## src/rtl/sdischg_ctl.sv

```systemverilog
// Soft-discharge controller: VBUS/VIN discharge switch drive with a shared 32-step PWM timebase and OTP gating.
// Define SDISCHG_VIN_EN to build the VIN channel; without it vin_dischg is tied low.
module sdischg_ctl #(
  parameter int unsigned STEP_CYC = 100
) (
  input  logic       clk,
  input  logic       srstz,
  input  logic       vbus_dis_req,
  input  logic       vin_dis_req,
  input  logic [6:0] r_sdischg,
  input  logic       otpi,
  input  logic       otpi_gate,
  output logic       vbus_dischg,
  output logic       vin_dischg,
  output logic       sdischg_busy
);

  typedef enum logic [1:0] {ST_IDLE, ST_FULL, ST_SOFT} ch_state_t;

  localparam logic [9:0] PRE_MAX = 10'(STEP_CYC - 1);

  ch_state_t  vbus_st_q, vbus_st_d;
  ch_state_t  vin_st_q;
  logic [9:0] presc_q, presc_d;
  logic [4:0] step_q, step_d;
  logic [4:0] vbus_duty_q, vbus_duty_d;
  logic [4:0] duty;
  logic       otpi_s1_q, otpi_s2_q;
  logic       soft_any, tick, wrap, gated;
  logic       vbus_out_d;

  assign duty = r_sdischg[4:0];

  // Mode is chosen on request, then only re-evaluated at the period boundary.
  function automatic ch_state_t ch_next(ch_state_t st, logic req, logic soft_en,
                                        logic [4:0] d, logic at_wrap);
    ch_state_t nxt;
    nxt = st;
    if (!req)
      nxt = ST_IDLE;
    else if (st == ST_IDLE || at_wrap) begin
      if (soft_en && d != 5'd31)
        nxt = ST_SOFT;
      else
        nxt = ST_FULL;
    end
    return nxt;
  endfunction

  function automatic logic ch_drive(ch_state_t st, logic [4:0] phase, logic [4:0] d);
    return (st == ST_FULL) || (st == ST_SOFT && phase <= d);
  endfunction

  assign soft_any     = (vbus_st_q == ST_SOFT) || (vin_st_q == ST_SOFT);
  assign tick         = soft_any && (presc_q == PRE_MAX);
  assign wrap         = tick && (step_q == 5'd31);
  assign gated        = otpi_gate && otpi_s2_q;
  assign sdischg_busy = (vbus_st_q != ST_IDLE) || (vin_st_q != ST_IDLE);

  // Timebase is parked at zero until some channel runs soft, so the first entry starts a fresh period.
  always_comb begin
    presc_d = '0;
    step_d  = '0;
    if (soft_any) begin
      presc_d = tick ? 10'd0 : presc_q + 10'd1;
      step_d  = tick ? step_q + 5'd1 : step_q;
    end
  end

  always_comb begin
    vbus_st_d   = ch_next(vbus_st_q, vbus_dis_req, r_sdischg[6], duty, wrap);
    vbus_duty_d = vbus_duty_q;
    if (vbus_st_d == ST_SOFT && (vbus_st_q != ST_SOFT || wrap))
      vbus_duty_d = duty;
    vbus_out_d  = ch_drive(vbus_st_d, step_d, vbus_duty_d) && !gated;
  end

  always_ff @(posedge clk or negedge srstz) begin
    if (!srstz) begin
      vbus_st_q   <= ST_IDLE;
      presc_q     <= '0;
      step_q      <= '0;
      vbus_duty_q <= '0;
      otpi_s1_q   <= 1'b0;
      otpi_s2_q   <= 1'b0;
      vbus_dischg <= 1'b0;
    end else begin
      vbus_st_q   <= vbus_st_d;
      presc_q     <= presc_d;
      step_q      <= step_d;
      vbus_duty_q <= vbus_duty_d;
      otpi_s1_q   <= otpi;
      otpi_s2_q   <= otpi_s1_q;
      vbus_dischg <= vbus_out_d;
    end
  end

`ifdef SDISCHG_VIN_EN
  ch_state_t  vin_st_d;
  logic [4:0] vin_duty_q, vin_duty_d;
  logic       vin_out_d;

  // VIN runs half a period behind VBUS on the same timebase.
  always_comb begin
    vin_st_d   = ch_next(vin_st_q, vin_dis_req, r_sdischg[5], duty, wrap);
    vin_duty_d = vin_duty_q;
    if (vin_st_d == ST_SOFT && (vin_st_q != ST_SOFT || wrap))
      vin_duty_d = duty;
    vin_out_d  = ch_drive(vin_st_d, step_d + 5'd16, vin_duty_d) && !gated;
  end

  always_ff @(posedge clk or negedge srstz) begin
    if (!srstz) begin
      vin_st_q   <= ST_IDLE;
      vin_duty_q <= '0;
      vin_dischg <= 1'b0;
    end else begin
      vin_st_q   <= vin_st_d;
      vin_duty_q <= vin_duty_d;
      vin_dischg <= vin_out_d;
    end
  end
`else
  logic vin_unused;

  assign vin_st_q   = ST_IDLE;
  assign vin_dischg = 1'b0;
  assign vin_unused = ^{vin_dis_req, r_sdischg[5]};
`endif

endmodule

```

## config.mk

```make
export PLATFORM = sky130hd
export DESIGN_NAME = sdischg_ctl
export DESIGN_NICKNAME = d
export VERILOG_FILES = /design/src/rtl/sdischg_ctl.sv
export SDC_FILE = /design/constraint.sdc
export NUM_CORES = 1
export LEC_CHECK = 0
export CORE_MARGIN = 8
export CORE_UTILIZATION = 40
export DETAILED_ROUTE_END_ITERATION = 6
export PLACE_DENSITY = 0.63
export SLEW_MARGIN = 30
export SYNTH_ARGS = -nofsm -noshare
export SYNTH_HDL_FRONTEND = slang
export SYNTH_SLANG_ARGS = --single-unit
```

## constraint.sdc

```tcl
create_clock -name clk -period 2.64 [get_ports clk]
set_input_delay 0.264 -clock clk [delete_from_list [all_inputs] [get_ports clk]]
set_output_delay 0.264 -clock clk [all_outputs]
set_load 0.02 [all_outputs]
```

=== Word level (Yosys, flattened, before mapping) ===
Index checks and enable logic that the tools add are counted.

* Register bits: 25
* Bits of input ports: 13
* Output and inout port bits: 3

* Muxes and demuxes: 8
* Reductions and logical operators: 13
* Equality and inequality tests: 7
* $lt $le $gt $ge: 1
* Add/subtract/negate cells: 2

{| class="wikitable"
|+ Operators with widths
! operator !! count
|-
| two-way mux 10 bit || 2
|-
| two-way mux 5 bit || 3
|-
| adder 10 x 1 -> 10 bit, second input constant || 1
|-
| equality test 10 x 7 -> 1 bit, second input constant || 1
|-
| logical AND 1 bit || 7
|-
| two-way mux 2 bit || 3
|-
| adder 5 x 1 -> 5 bit, second input constant || 1
|-
| equality test 5 bit, second input constant || 1
|-
| less-or-equal comparator 5 bit || 1
|-
| inequality test 5 bit, second input constant || 1
|-
| equality test 2 bit, second input constant || 2
|-
| logical OR 1 bit || 3
|-
| equality test 2 x 1 -> 1 bit, second input constant || 1
|-
| zero test 2 bit || 1
|-
| inequality test 2 bit, second input constant || 1
|-
| nonzero test 2 bit || 1
|-
| zero test 1 bit || 1
|}

=== Depth between registers and ports, before layout ===
Gate-level depths: netlist (run 1).

* Depth after elaboration: 13
* Mapped depth: 13

=== Worst setup path after synthesis (run 1) ===
OpenSTA, ideal clock, no wires.

* Path kind: register to register
* Start: reg step_q[0]
* End: reg vbus_dischg
* Stages on the path, launching flop included: 14
* Arrival: 2.795 ns
* Data required time: 2.514 ns
* Slack: -0.281 ns
* Library setup time: 0.126 ns
* Clock period less this slack: 2.921 ns
* Cells stage by stage: dfrtp_1 > ha_1 > and3_1 > ha_1 > nor4b_1 > a41o_1 > or3b_1 > buf_6 > mux2_4 > ha_1 > and4_1 > a21oi_1 > o31a_1 > o21ai_0

* Word-level cells in the longest chain between the ends: 12

{| class="wikitable"
|+ RTL lines
! item !! RTL line !! text
|-
| start: declaration || 25 || <nowiki>logic [4:0] step_q, step_d;</nowiki>
|-
| start signal: assignment || 90 || <nowiki>step_q <= step_d;</nowiki>
|-
| equality test 5 bit (*) || 56 || <nowiki>assign wrap = tick && (step_q == 5'd31);</nowiki>
|-
| logical AND 1 bit (*) || 56 ||
|-
| logical OR 1 bit || 41 || <nowiki>else if (st == ST_IDLE || at_wrap) begin</nowiki>
|-
| two-way mux 2 bit || 41 ||
|-
| two-way mux 2 bit || 39 || <nowiki>if (!req)</nowiki>
|-
| equality test 2 bit || 73 || <nowiki>if (vbus_st_d == ST_SOFT && (vbus_st_q != ST_SOFT || wrap))</nowiki>
|-
| logical AND 1 bit (*) || 73 ||
|-
| two-way mux 5 bit (*) || 73 ||
|-
| named net vbus_duty_d[0] || 26 || <nowiki>logic [4:0] vbus_duty_q, vbus_duty_d;</nowiki>
|-
| less-or-equal comparator 5 bit (*) || 51 || <nowiki>return (st == ST_FULL) || (st == ST_SOFT && phase <= d);</nowiki>
|-
| logical AND 1 bit (*) || 51 ||
|-
| logical OR 1 bit (*) || 51 ||
|-
| logical AND 1 bit (*) || 75 || <nowiki>vbus_out_d = ch_drive(vbus_st_d, step_d, vbus_duty_d) && !gated;</nowiki>
|-
| named net vbus_out_d || 30 || <nowiki>logic vbus_out_d;</nowiki>
|-
| end signal: assignment || 94 || <nowiki>vbus_dischg <= vbus_out_d;</nowiki>
|-
| end: declaration || 13 || <nowiki>output logic vbus_dischg,</nowiki>
|}

The timed path passes the listed nets; every way through them passes the cells marked *.

=== Final worst setup path (run 1) ===
Ends and elaborated chain as after synthesis.

==> reports/results.tsv, run 1 <==
stage	metric	value	unit
synth	Syn Inst Count	127	
synth	ys flop type	dfrtp_1	
finish	Util after Layout	0.522	
setup_path	most common cell type on the critical path	ha_2	
power_and_ir_drop	Leak	0.783	nW
clock_tree	CTS Sinks	25	
setup_path	CP delay by family, top	simple AND/OR/NAND/NOR gates	
synth	synth warn	0	
clock_tree	CTS max path bufs	2	
drt	drt drc	0	
die	row cnt	21	
synth	area share of the largest cell type after synthesis	0.465	
drt	drt pass-1 iters	4	
synth	Synth async-reset ratio	1.00	
setup_path	Bufs and invs on worst path	0	
drt	Vias	1004	
setup_path	CP endpoint kind	flip-flop	
setup_path	Crit-path slowest cell	or3b_4	
synth	FF+latch count, synth	25	
setup_path	Critical Path RT	2860	ps
synth	Commonest cells post-synth	25 x dfrtp_1, 17 x nor2_1, 8 x ha_1, 8 x nand3_1, 7 x xnor2_1	
clock_tree	Clk Tree Root Cell	clkbuf_4	
place	IO Port Bufs	12	
place	post-place setup slack	-255	ps
setup_path	largest fanout on the critical path	6	
sta	final worst slack	-144	ps
global_route	Global Route Usage Sum	0.108	
sta	Final Hold Viols	0	
finish	layout net count	181	
synth	post-synthesis cell type count	32	
drt	final WL	2660	um
global_route	global-route wire length before repair	4670	um
finish	final cell count without fillers	205	
synth	area leader, netlist	dfrtp_1	
setup_path	crit path kind	reg -> reg	
run_status	outcome	complete, but fails checks	
power_and_ir_drop	power per cell area	452	mW/mm2
setup_path	crit path launch type	flip-flop	
clock_tree	CTS buffer count	3	
setup_path	critical-path cell list	ha_2 > and3_1 > ha_2 > nor4b_4 > a41o_1 > or3b_4 > mux2_4 > ha_4 > and4_1 > a21oi_2 > o31a_1 > o21ai_1	
hold_path	worst hold path type	in -> async	
synth	Post-Syn Area per Cell	10.6	um2
drt	Antenna Violating Nets Remaining	0	
clock_tree	H-tree depth	1	
die	die area	0.00548	mm2
job	max-cap viol count	0	
global_route	total gr overflow	0	
clock_tree	clock-pin transition on the worst setup and hold timing paths	140	ps
die	I/O Pins	16	
clock_tree	Hold Buf Count CTS	0	
sta	RSZ-0062 raised after global routing	yes	
die	Die Wd	74.0	um
sta	clk_skew	11.8	ps
synth	Synth Cell Area	0.00135	mm2
synth	EDFF count, synth	0	
synth	Syn Nets	148	
sta	final count of negative-setup-slack endpoints	1	
drt	Via density	4.90	
setup_path	CP max stage delay	440	ps
power_and_ir_drop	Peak VDD IR	0.262	mV
global_route	largest net degree at the start of global routing	26	
global_route	vias in the first global route	1090	
die	Die Ht	74.0	um
finish	ant diodes	0	
finish	area grow syn2layout	27.3	%
place	detailed-placement wirelength estimate	2120	um
finish	share of cells above drive strength 1	0.233	
sta	max-slew violations	0	
sta	Max Freq	359	MHz
global_route	antenna violations before repair	0	
run_status	failing checks	negative setup slack	
clock_tree	Worst-Skew Late Latency	310	ps
synth	Synth area leaders	dfrtp_1 46%, ha_1 7.4%, mux2_4 5.6%, nor2_1 4.7%, xnor2_1 4.6%	
drt	number of DRC markers in iteration 0	32	
die	Initial Util	0.410	
clock_tree	CTS tree	built	
place	routability cong.	0.818	
sta	fin crit share	1.05	
drt	wire length per cell	13.0	um
synth	top-count cell post-synth	dfrtp_1	
synth	register area share after synthesis	0.465	
place	Placed Cells	200	
sta	Final Critical Period	2780	ps
die	core area	0.00328	mm2
setup_path	data arrival time of the worst path	3010	ps
-- metal layers --
metal | wire length (um) | track usage
met1 | 1270 | 0.120
met3 | 78 | 0.0256
met4 | 43 | 0.0399
met5 | 0 | 0
met2 | 1270 | 0.195
-- area by class of cell --
| type | count | area (um2) |
|---|---|---|
| clock buffers | 4 | 26.3 |
| multi-input cells | 93 | 719 |
| flip-flops and latches | 25 | 626 |
| fillers | 298 | 1570 |
| inverters | 6 | 22.5 |
| well taps | 46 | 57.6 |
| repair buffers | 31 | 263 |
-- registers in the layout, indices dropped and copies added, names as in the netlist --
| name | flops |
|---|---|
| presc_q | 10 |
| vbus_st_q | 2 |
| otpi_s2_q | 1 |
| step_q | 5 |
| otpi_s1_q | 1 |
| vbus_dischg | 1 |
| vbus_duty_q | 5 |
-- logic make-up (layout without fill, tap and decap cells) --
family          after synthesis  after routing  synth area share
mux                          11             11             0.100
other cells                   1              1           0.00279
simple gates                 50             50             0.203
buf+inv                       9             41            0.0344
compound gates               14             14            0.0623
fa+ha+maj                     8              8            0.0744
flops                        25             25             0.465
xor+xnor                      9              9            0.0586
-- layout by cell type, fill, tap and decap left out, types with 4 or more instances in the layout --
cell,count
nand3_1,8
mux2i_1,5
nor2_1,16
dfrtp_1,25
a21oi_1,5
mux2_4,5
clkdlybuf4s50_1,12
ha_1,5
buf_4,19
xnor2_1,7
nand2b_1,4
nand2_1,4
inv_1,6
-- path summary, 6_finish.rpt --
check / start / end / slack, ps / cells past startpoint
max: step_q[0]$_DFF_PN0_ / vbus_dischg$_DFF_PN0_ / -140 / 12
min: srstz / step_q[2]$_DFF_PN0_ / 290 / 2
max reg2reg: step_q[0]$_DFF_PN0_ / vbus_dischg$_DFF_PN0_ / -140 / 12
min reg2reg: otpi_s1_q$_DFF_PN0_ / otpi_s2_q$_DFF_PN0_ / 370 / 0
max in group asynchronous: srstz / presc_q[0]$_DFF_PN0_ / 2100 / 2
min in group clk: otpi_s1_q$_DFF_PN0_ / otpi_s2_q$_DFF_PN0_ / 370 / 0
-- power breakdown --
part           leakage, nW  total, mW  internal, mW  switching (mW)
clock network       0.0150      0.172        0.0589           0.113
logic                0.439      0.176        0.0989          0.0771
registers            0.329      0.427         0.411          0.0164
-- stage by stage --
step,cell area (um2),total power [mW],setup TNS (ps),hold WS (ps)
after global routing,1710,0.823,-287,333
after floorplan,1370,0.533,-133,-31.6
final,1710,0.775,-144,292
after global placement,1660,0.594,-199,339
after detailed placement,1660,0.602,-255,340
after CTS,1710,0.778,-196,313
-- timing repair --
action / 4_1_cts / 5_1_grt
endpoints found under the hold margin: 0 / 0
setup endpoints to repair: 1 / 1
pin swaps: 2 / 3
setup buffers: 1 / 0
gates resized for setup: 4 / 2
(Power assumes the default switching activity.)
==> run 2: changes to the inputs <==
- clock period: 2.64 -> 2.45 ns (I/O delays scaled with it)
==> reports/results.tsv, run 2 (synthesis gave the netlist of run 1 again) <==
stage	metric	value	unit	change
die	core area	0.00328	mm2	unchanged
drt	drt pass-1 iters	5		was 4
sta	final worst slack	-421	ps	was -144 ps
setup_path	CP max stage delay	450	ps	was 440 ps
power_and_ir_drop	power per cell area	486	mW/mm2	was 452 mW/mm2
global_route	Global Route met2 Usage	0.195		unchanged
place	placed cell area	0.00172	mm2	was 0.00166 mm2
finish	Layout fillers	286		was 298
setup_path	data arrival time of the worst path	3100	ps	was 3010 ps
global_route	largest net degree at the start of global routing	26		unchanged
finish	ant diodes	0		unchanged
finish	commonest cells after routing, fill and taps aside	26 x buf_4, 25 x dfrtp_1, 16 x nor2_1		was 25 x dfrtp_1, 19 x buf_4, 16 x nor2_1
power_and_ir_drop	Leak	0.814	nW	was 0.783 nW
run_status	failing checks	negative setup slack		unchanged
drt	drt drc	0		unchanged
power_and_ir_drop	sw frac	0.280		was 0.266
finish	most common cell after layout, fill and taps aside	buf_4		was dfrtp_1
global_route	met1 Track Usage GR	0.154		was 0.120
sta	final count of negative-setup-slack endpoints	1		unchanged
place	IO Port Bufs	12		unchanged
sta	fin crit share	1.17		was 1.05
drt	Via density	4.84		was 4.90
drt	number of DRC markers in iteration 0	27		was 32
setup_path	critical-path cell list	ha_2 > and3_4 > ha_4 > nor4b_4 > a41o_1 > or3b_4 > mux2_4 > ha_4 > and4_4 > a21oi_2 > o31a_1 > o21ai_1		was ha_2 > and3_1 > ha_2 > nor4b_4 > a41o_1 > or3b_4 > mux2_4 > ha_4 > and4_1 > a21oi_2 > o31a_1 > o21ai_1
setup_path	most common cell type on the critical path	ha_4		was ha_2
clock_tree	clock-pin transition on the worst setup and hold timing paths	150	ps	was 140 ps
finish	number of flip-flops in the largest register	10		unchanged
clock_tree	CTS buffer count	3		unchanged
clock_tree	Clk Tree Root Cell	clkbuf_4		unchanged
die	die area	0.00548	mm2	unchanged
global_route	vias in the first global route	1132		was 1,090
power_and_ir_drop	Peak VDD IR	0.371	mV	was 0.262 mV
run_status	outcome	complete, but fails checks		unchanged
finish	Register Area	626	um2	unchanged
global_route	GR met3 Demand/Resource	0.0175		was 0.0256
place	detailed-placement wirelength estimate	2300	um	was 2120 um
clock_tree	CTS max path bufs	2		unchanged
place	routability cong.	0.834		was 0.818
finish	multi-input logic area	748	um2	was 719 um2
clock_tree	H-tree depth	1		unchanged
finish	Finished Cell Area	0.00181	mm2	was 0.00171 mm2
drt	Vias	1031		was 1,004
die	row cnt	21		unchanged
setup_path	worst r2r src	step_q[0]$_DFF_PN0_		unchanged
setup_path	CP delay by family, top	simple AND/OR/NAND/NOR gates		unchanged
sta	Final Hold Viols	0		unchanged
finish	layout net count	189		was 181
sta	max-slew violations	0		unchanged
finish	Util after Layout	0.551		was 0.522
die	Die Wd	74.0	um	unchanged
power_and_ir_drop	Flop pwr share	0.526		was 0.551
finish	Top Registers	presc_q: 10 flops, step_q: 5 flops, vbus_duty_q: 5 flops		unchanged
drt	Antenna Violating Nets Remaining	0		unchanged
setup_path	crit path launch type	flip-flop		unchanged
setup_path	Bufs and invs on worst path	0		unchanged
setup_path	cells on worst reg2reg path	12		unchanged
clock_tree	CTS tree	built		unchanged
finish	Largest Register	presc_q		unchanged
clock_tree	Hold Buf Count CTS	0		unchanged
sta	Max Freq	348	MHz	was 359 MHz
setup_path	crit path kind	reg -> reg		unchanged
die	Initial Util	0.410		unchanged
setup_path	largest fanout on the critical path	6		unchanged
sta	RSZ-0062 raised after global routing	yes		unchanged
setup_path	Critical Path RT	2680	ps	was 2860 ps
global_route	Global Route Usage Sum	0.121		was 0.108
drt	final WL	2930	um	was 2660 um
setup_path	CP endpoint kind	flip-flop		unchanged
finish	area grow syn2layout	34.5	%	was 27.3%
place	post-place setup slack	-430	ps	was -255 ps
job	max-cap viol count	0		unchanged
global_route	antenna violations before repair	0		unchanged
setup_path	reg-to-reg slack, setup	-420	ps	was -140 ps
drt	wire length per cell	13.7	um	was 13.0 um
die	Die Ht	74.0	um	unchanged
clock_tree	CTS Sinks	25		unchanged
clock_tree	Worst-Skew Late Latency	330	ps	was 310 ps
power_and_ir_drop	Tot Pwr	0.880	mW	was 0.775 mW
power_and_ir_drop	Combinational Power Share	0.255		was 0.227
setup_path	Crit-path slowest cell	or3b_4		unchanged
global_route	layer with the highest usage	met2		unchanged
power_and_ir_drop	Clock Power Share	0.219		was 0.222
setup_path	reg-to-reg critical path endpoint	vbus_dischg$_DFF_PN0_		unchanged
power_and_ir_drop	Switch Pwr	0.246	mW	was 0.207 mW
hold_path	worst hold path type	in -> async		unchanged
die	I/O Pins	16		unchanged
finish	share of cells above drive strength 1	0.305		was 0.233
setup_path	Crit path depth	12		unchanged
sta	setup TNS	-421	ps	was -144 ps
global_route	global-route wire length before repair	5130	um	was 4670 um
power_and_ir_drop	Int Pwr	0.633	mW	was 0.569 mW
global_route	total gr overflow	0		unchanged
sta	Final Critical Period	2870	ps	was 2780 ps
sta	clk_skew	9.43	ps	was 11.8 ps
-- run 2: routing by layer --
layer / part of all wire / up-vias
met5: 0 / -
met4: 0.013 / 0
met3: 0.028 / 4
met2: 0.50 / 17
met1: 0.46 / 492
li1: - / 518
-- run 2: layout make-up --
class / instances / area share
timing repair buffer: 39 / 0.180
sequential: 25 / 0.346
multi-input combinational: 93 / 0.413
clock buffer: 3 / 0.0124
tap: 46 / 0.0318
inverter: 6 / 0.0124
clock inverter: 1 / 0.00415
-- run 2: metrics by stage --
stage,hold slack [ps],cells
final,271,213
after global routing,306,213
after CTS,276,212
after detailed placement,346,208
after global placement,337,208
after floorplan,-50.6,127
-- run 2: worst max-delay path by stage --
| stage | start | endpoint | slack, ps |
|---|---|---|---|
| CTS | step_q[0]$_DFF_PN0_ | vbus_dischg$_DFF_PN0_ | -410 |
| finish | step_q[0]$_DFF_PN0_ | vbus_dischg$_DFF_PN0_ | -420 |
| global route | step_q[0]$_DFF_PN0_ | vbus_dischg$_DFF_PN0_ | -570 |
| global placement | step_q[1]$_DFF_PN0_ | vbus_dischg$_DFF_PN0_ | -370 |
| floorplan | step_q[0]$_DFF_PN0_ | vbus_dischg$_DFF_PN0_ | -320 |
| detailed placement | step_q[1]$_DFF_PN0_ | vbus_dischg$_DFF_PN0_ | -430 |
-- run 2: what timing repair did --
action                                  CTS  global route
pin swaps                                 0             6
setup buffers                             0             1
endpoints found under the setup margin    1             1
hold endpoints to repair                  0             0
resized for setup                         6             7
-- run 2: power by group through the flow --
stage          combinational (mW)  clock [mW]  sequential, mW
5_1_grt                     0.246       0.215           0.466
3_5_place_dp                0.193           0           0.467
6_report                    0.224       0.193           0.463
3_3_place_gp                0.184           0           0.465
2_1_floorplan               0.107           0           0.467
4_1_cts                     0.204       0.202           0.461
==> run 3: changes to the inputs <==
- CTS_CLUSTER_SIZE: unset -> 8
==> results of run 3 <==
Final layout, timing and power as in run 2 (identical DEF).
